`config.mk`:
```
export PLATFORM = sky130hd
export DESIGN_NAME = fetch_sequencer
export DESIGN_NICKNAME = d
export VERILOG_FILES = /design/src/rtl/fetch_sequencer.sv
export SDC_FILE = /design/constraint.sdc
export NUM_CORES = 1
export LEC_CHECK = 0
export CORE_MARGIN = 10
export CORE_UTILIZATION = 55
export DETAILED_ROUTE_END_ITERATION = 8
export HOLD_SLACK_MARGIN = 0.02
export PLACE_DENSITY = 0.83
export SETUP_SLACK_MARGIN = 0.1
export SKIP_LAST_GASP = 1
export SLEW_MARGIN = 0
export SYNTH_ARGS = -nofsm -noshare
export SYNTH_HDL_FRONTEND = slang
export SYNTH_SLANG_ARGS = --single-unit
```
`constraint.sdc`:
```
create_clock -name clk -period 14.47 [get_ports clk]
set_clock_uncertainty 0.15 [all_clocks]
set_input_delay 2.894 -clock clk [delete_from_list [all_inputs] [get_ports clk]]
set_output_delay 2.894 -clock clk [all_outputs]
set_load 0.01 [all_outputs]
```
`src/rtl/fetch_sequencer.sv`:
```
// Instruction-fetch sequencer: walks the PC, keeps one memory request in flight,
// and queues returned instructions with their PCs for the decoder.
module fetch_sequencer #(
  parameter int DEPTH = 4
) (
  input  logic        clk,
  input  logic        reset,
  input  logic        start,
  input  logic [63:0] entry_pc,
  output logic        mem_req_valid,
  input  logic        mem_req_ready,
  output logic [63:0] mem_req_addr,
  input  logic        mem_resp_valid,
  input  logic [31:0] mem_resp_data,
  input  logic        redirect_valid,
  input  logic [63:0] redirect_pc,
  output logic        dec_valid,
  input  logic        dec_ready,
  output logic [31:0] dec_instr,
  output logic [63:0] dec_pc,
  output logic        halted,
  output logic        busy
);

  localparam int          AW       = $clog2(DEPTH);
  localparam logic [AW:0] FULL_CNT = (AW+1)'(DEPTH);
  localparam logic [AW:0] ZERO_CNT = {(AW+1){1'b0}};
  localparam logic [AW:0] ONE_CNT  = (AW+1)'(1);
  localparam logic [AW-1:0] ONE_PTR = AW'(1);
  localparam logic [31:0] ECALL    = 32'h0000_0073;

  typedef enum logic [2:0] {
    S_IDLE  = 3'd0,
    S_REQ   = 3'd1,
    S_WAIT  = 3'd2,
    S_DRAIN = 3'd3,
    S_HALT  = 3'd4
  } state_t;

  state_t        state_r, state_nxt_s;
  logic [63:0]   pc_r, pc_nxt_s;
  logic [63:0]   req_pc_r, req_pc_nxt_s;
  logic [31:0]   instr_mem_r [DEPTH];
  logic [63:0]   pc_mem_r [DEPTH];
  logic [AW-1:0] rd_ptr_r, wr_ptr_r;
  logic [AW:0]   count_r;
  logic          push_s, flush_s, pop_s, hs_s;
  logic [63:0]   entry_al_s, redir_al_s;

  assign entry_al_s    = {entry_pc[63:2], 2'b00};
  assign redir_al_s    = {redirect_pc[63:2], 2'b00};
  assign mem_req_valid = (state_r == S_REQ) && (count_r < FULL_CNT);
  assign mem_req_addr  = pc_r;
  assign dec_valid     = (count_r != ZERO_CNT);
  assign dec_instr     = instr_mem_r[rd_ptr_r];
  assign dec_pc        = pc_mem_r[rd_ptr_r];
  assign halted        = (state_r == S_HALT);
  assign busy          = ((state_r != S_IDLE) && (state_r != S_HALT)) || dec_valid;
  assign hs_s          = mem_req_valid && mem_req_ready;
  assign pop_s         = dec_valid && dec_ready;

  // Next-state, PC and FIFO-control decode
  always_comb begin
    state_nxt_s  = state_r;
    pc_nxt_s     = pc_r;
    req_pc_nxt_s = req_pc_r;
    push_s       = 1'b0;
    flush_s      = 1'b0;
    case (state_r)
      S_IDLE: begin
        if (start) begin
          pc_nxt_s    = entry_al_s;
          state_nxt_s = S_REQ;
        end else begin
          state_nxt_s = S_IDLE;
        end
      end
      S_REQ: begin
        // A request accepted alongside a redirect is still in flight: drain it
        if (redirect_valid) begin
          pc_nxt_s    = redir_al_s;
          flush_s     = 1'b1;
          state_nxt_s = hs_s ? S_DRAIN : S_REQ;
        end else if (hs_s) begin
          req_pc_nxt_s = pc_r;
          state_nxt_s  = S_WAIT;
        end else begin
          state_nxt_s = S_REQ;
        end
      end
      S_WAIT: begin
        if (redirect_valid) begin
          pc_nxt_s    = redir_al_s;
          flush_s     = 1'b1;
          state_nxt_s = mem_resp_valid ? S_REQ : S_DRAIN;
        end else if (mem_resp_valid) begin
          push_s      = 1'b1;
          pc_nxt_s    = req_pc_r + 64'd4;
          state_nxt_s = (mem_resp_data == ECALL) ? S_HALT : S_REQ;
        end else begin
          state_nxt_s = S_WAIT;
        end
      end
      S_DRAIN: begin
        if (redirect_valid) begin
          pc_nxt_s = redir_al_s;
          flush_s  = 1'b1;
        end else begin
          pc_nxt_s = pc_r;
        end
        state_nxt_s = mem_resp_valid ? S_REQ : S_DRAIN;
      end
      S_HALT: begin
        if (start) begin
          pc_nxt_s    = entry_al_s;
          state_nxt_s = S_REQ;
        end else if (redirect_valid) begin
          pc_nxt_s    = redir_al_s;
          flush_s     = 1'b1;
          state_nxt_s = S_REQ;
        end else begin
          state_nxt_s = S_HALT;
        end
      end
      default: begin
        state_nxt_s = S_IDLE;
      end
    endcase
  end

  // Control registers
  always_ff @(posedge clk) begin
    if (!reset) begin
      state_r  <= S_IDLE;
      pc_r     <= 64'd0;
      req_pc_r <= 64'd0;
    end else begin
      state_r  <= state_nxt_s;
      pc_r     <= pc_nxt_s;
      req_pc_r <= req_pc_nxt_s;
    end
  end

  // Instruction queue; entries are cleared on reset so the head reads zero
  always_ff @(posedge clk) begin
    if (!reset) begin
      rd_ptr_r <= {AW{1'b0}};
      wr_ptr_r <= {AW{1'b0}};
      count_r  <= ZERO_CNT;
      for (int i = 0; i < DEPTH; i++) begin
        instr_mem_r[i] <= 32'd0;
        pc_mem_r[i]    <= 64'd0;
      end
    end else if (flush_s) begin
      rd_ptr_r <= {AW{1'b0}};
      wr_ptr_r <= {AW{1'b0}};
      count_r  <= ZERO_CNT;
    end else begin
      if (push_s) begin
        instr_mem_r[wr_ptr_r] <= mem_resp_data;
        pc_mem_r[wr_ptr_r]    <= req_pc_r;
        wr_ptr_r              <= wr_ptr_r + ONE_PTR;
      end
      if (pop_s) begin
        rd_ptr_r <= rd_ptr_r + ONE_PTR;
      end
      case ({push_s, pop_s})
        2'b10:   count_r <= count_r + ONE_CNT;
        2'b01:   count_r <= count_r - ONE_CNT;
        default: count_r <= count_r;
      endcase
    end
  end

endmodule

```
Yosys cells after proc, flatten, opt, wreduce, memory -nomap -nowiden:

Memories as Yosys holds them, arrays and structs flattened. A register that Yosys moved wholly into a read port is not among the register bits.
Index checks and enable logic that the tools add are counted.

* add/subtract/negate cells: 5
* $mul: 0
* divide/modulo/power cells: 0
* order comparisons: 1
* eq/ne operators: 10
* shift operators: 0
* mux-type cells: 39
* bitwise logic cells: 2
* reduce and logical (&&, ||, !) cells: 17

Operator list (count)
* 64-bit 2-to-1 mux: 6
* 64-bit case mux with 4 select lines: 1
* 64-bit by 3-bit adder with 64-bit output (second input constant): 1
* 64-bit OR reduction: 1
* 32-bit by 7-bit equality test with 1-bit output (second input constant): 1
* 32-bit 2-to-1 mux: 1
* 32-bit OR reduction: 1
* 2-bit 2-to-1 mux: 10
* 3-bit 2-to-1 mux: 5
* 3-bit case mux with 5 select lines: 1
* 1-bit 2-to-1 mux: 13
* 3-bit by 2-bit equality test with 1-bit output (second input constant): 2
* 3-bit != test (second input constant): 2
* 3-bit case mux with 2 select lines: 1
* 3-bit AND reduction: 2
* 3-bit nonzero test: 2
* 2-bit by 1-bit adder with 2-bit output (second input constant): 2
* 1-bit logical AND: 4
* 4-bit nonzero test: 1
* 2-bit OR reduction: 2
* 3-bit by 1-bit adder with 3-bit output (second input constant): 1
* 3-bit by 1-bit equality test with 1-bit output (second input constant): 1
* 3-bit equality test (second input constant): 1
* 3-bit logical NOT: 1
* 10 further kinds: 11

* register bits after elaboration: 138
* bits in latches: 0
* RAM bits: 384
* memory bits (read-only): 0
* input bits: 167
* output and inout bits: 164
* word-level logic and storage cells: 82
* memories: 2

Memory list
* pc_mem_r: words 4, width 64, rd ports 1, clocked after Yosys merged registers in 1, wr ports 4, line 44 `logic [63:0] pc_mem_r [DEPTH];`
* instr_mem_r: words 4, width 32, rd ports 1, clocked after Yosys merged registers in 1, wr ports 4, line 43 `logic [31:0] instr_mem_r [DEPTH];`

Depth between registers and ports, before layout:

* depth after elaboration: 9
* depth in mapped cells: 13
* depth with buffers taken out: 11

Worst setup path before layout:

OpenSTA, ideal clock, no wires.

* path type: input port to flip-flop
* start: input redirect_valid
* end: memory instr_mem_r[1][0] (enable)
* arrival time: 10581 ps
* required time: 13637 ps
* path slack: 3055 ps
* stages on the path: 7
* path buffers: 2
* cell sequence: clkbuf_1 > inv_1 > nand2_1 > clkbuf_1 > nor2_1 > inv_1 > o21ai_0

RTL lines
* start: declaration: line 15 `input logic redirect_valid,`
* end: declaration: line 43

==> impl_metrics.tcl <==
set metrics [dict create \
    ant_nets 0 \
    busiest_layer "met2" \
    synthToLayoutAreaGrowth_pct 22.81 \
    startpoint_type "primary input" \
    hold_path_end "req_pc_r[3]" \
    route.detailed.drc 0 \
    first_pass_iters 6 \
    synthesis.nets 2313 \
    hold_buffers 0 \
    reg2reg_depth 7 \
    synth_cell_types 69 \
    synth-async-reset-ratio 0 \
    cts_made_buffers 52 \
    timing.rr.end "instr_mem_r[0][3]" \
    grt_overflow 0 \
    ys_top_cells_by_count "384 x edfxtp_1, 340 x nor2_1, 320 x nand2_1, 140 x dfxtp_1, 139 x clkbuf_1" \
    maxSlewViolCount 0 \
    start_util 0.5581 \
    io_pins 331 \
    ff_latch_area_sq_mm 0.01434 \
    yosys.area_share.simple 0.1571 \
    finalCriticalPeriod_ps 7641 \
    synth_ff_type "edfxtp_1" \
    synthAdderAreaFrac 0.001869 \
    grt_pass1_vias 18811 \
    holdPathStages 2 \
    crit_path_end_kind "flip-flop" \
    setup_viol 0 \
    fp.coreArea_sq_mm 0.04317 \
    vdd_drop_max_uv 97.57 \
    synth_top_family_by_area "simple AND/OR/NAND/NOR gates" \
    cts_sinks 524 \
    rrSetupSlack_ps 9280 \
    period_share 0.5280 \
    crit_type "primary input to flip-flop" \
    drt_first_iter_violations 2331 \
    clock_path_buffers 3 \
    power.leakage_uw 0.01075 \
    die_w_um 229.3 \
    synth-edff-count 384 \
    use_met3 0.07009 \
    grt_use_met2 0.4599 \
    slew_headroom 0.1298 \
    max_freq_ghz 0.1309 \
    r2r_start "state_r[1]" \
    power_density_mw_per_mm2 118.3 \
    ys_top_cells_by_area "edfxtp_1 48%, dfxtp_1 12%, mux4_2 9.0%" \
    hold_violations 0 \
    yosysSeqAreaShare 0.5949 \
    synth_xor_area_frac 0.02217 \
    layout.nets 2562 \
    routed_wl_um 76060 \
    ctsResizeCount 0 \
    wl_per_cell_um 25.18 \
    worst_ep_arrival_time_ps 7720 \
    required_ps 14550 \
    io_buffers 326 \
    hold_class "flip-flop to flip-flop" \
    hpwl_um 48830 \
    clk_pin_slew_ps 60 \
    synth_compound_area_frac 0.08895 \
    yosysTopAreaCell "edfxtp_1" \
    insertion_delay_ps 600 \
    drive_gt1_frac 0.09856 \
    final_area_sq_mm 0.02959 \
    outcome "finished, final reports clean" \
    via_count 18716 \
    ys_ff_latch 524 \
    dieArea_sq_mm 0.05258 \
    place_area_sq_mm 0.02779 \
    post_cts.repair.setup_buffers 0 \
    track_usage 0.2816 \
    hold_slack_ps 320.8 \
    setup_ws_ps 6829 \
    multi_input_area_sq_mm 0.008833 \
    min_from "mem_req_addr[3]" \
    grt_setup_unrepaired "no" \
    yosys.cell_count.top_type "edfxtp_1" \
    worst_pin_slew_ps 1305 \
    filler_cell_count 3142 \
    synth_top_area_frac 0.4786 \
    cts_root_buf "clkbuf_16" \
    grt_use_met1 0.3543 \
    synth.avg_cell_area_sq_um 11.24 \
    yosysWarningCount 0 \
    grt_pass1_wl_um 114100 \
    antenna_found_initial 5 \
    maxCapViolCount 0 \
    row_count 76 \
    cts_tree "yes" \
    synth.mux.area_fraction 0.09228 \
    syn_inst 2143 \
    p_total_uw 3499 \
    cts_max_level 2 \
    gp_congestion 0.9682 \
    finalSetupTns_ps 0 \
    grt_max_degree 76 \
    vias_per_cell 6.195 \
    synth_area_sq_mm 0.02409 \
    dpl_worst_slack_ps 6322 \
    crit_fanout 60 \
    die_y_um 229.3 \
]
-- registers in the layout, indices dropped and copies added (netlist names), named ones only --
signal        cells
pc_mem_r        256
instr_mem_r     128
mem_req_addr     64
req_pc_r         64
count_r           3
state_r           3
rd_ptr_r          2
wr_ptr_r          2
-- power breakdown --
part           leakage, uW  internal (uW)  total (uW)  switching (uW)
clock network     0.000880            837        1420             579
registers          0.00510           1670        1710            42.9
logic              0.00476            167         370             203
total               0.0107           2670        3500             825
-- worst max path at each step --
stage,to,from,cells past startpoint,slack [ps]
global placement,instr_mem_r[0][3],redirect_valid,9,6420
global route,instr_mem_r[0][3],redirect_valid,9,6710
finish,instr_mem_r[0][3],redirect_valid,9,6830
detailed placement,instr_mem_r[0][3],redirect_valid,9,6320
CTS,instr_mem_r[0][5],redirect_valid,9,6940
floorplan,instr_mem_r[1][0],redirect_valid,7,3060
-- cells in the final DEF (no fill, tap or decap), types with 13 or more instances in the layout --
| cell | n |
|---|---|
| clkbuf_16 | 54 |
| xnor2_1 | 26 |
| a21oi_1 | 50 |
| edfxtp_1 | 384 |
| a221oi_1 | 26 |
| clkdlybuf4s50_1 | 324 |
| nor3_1 | 26 |
| and2_1 | 13 |
| inv_1 | 108 |
| a21boi_0 | 70 |
| and3_1 | 24 |
| nor2_1 | 338 |
| nand3_1 | 51 |
| mux4_2 | 96 |
| dfxtp_1 | 138 |
| a22oi_1 | 18 |
| nand4_1 | 24 |
| o21ai_0 | 61 |
| nand2_1 | 319 |
| buf_4 | 31 |
| nor4_1 | 23 |
| xor2_1 | 34 |
-- through the flow --
step,std cells,utilization
after global placement,2923,0.6438
after global routing,3021,0.6854
after detailed placement,2923,0.6438
final,3021,0.6854
after CTS,3020,0.6853
after floorplan,2143,-
-- area by class of cell --
type,count,share of cell area
Multi-Input combinational cell,1350,0.2985
Timing Repair Buffer,356,0.1176
Inverter,108,0.01370
Clock inverter,29,0.01116
Tap cell,585,0.02474
Antenna cell,1,0.00008457
Sequential cell,524,0.4847
Clock buffer,68,0.04947
-- layer usage --
metal  wire length [um]  vias up
met5                 41        -
met2              36460     1153
met3               8278      200
met1              28390     9173
li1                   -     8182
met4               2899        8
-- critical path, cell delays in order --
cell	delay, ps
buf_2	100
buf_4	340
inv_1	580
nand2_1	620
nor2_1	640
inv_1	300
o21ai_4	850
buf_4	640
buf_4	650
-- kinds of logic after synthesis --
kind of cell | Yosys count
adder cells (fa/ha/maj) | 3
multiplexers | 102
flip-flops | 524
buffers and inverters | 269
XOR/XNOR | 61
AND/OR/NAND/NOR | 868
AO/OA/AOI/OAI | 316
Power figures use the tool's default switching activity.
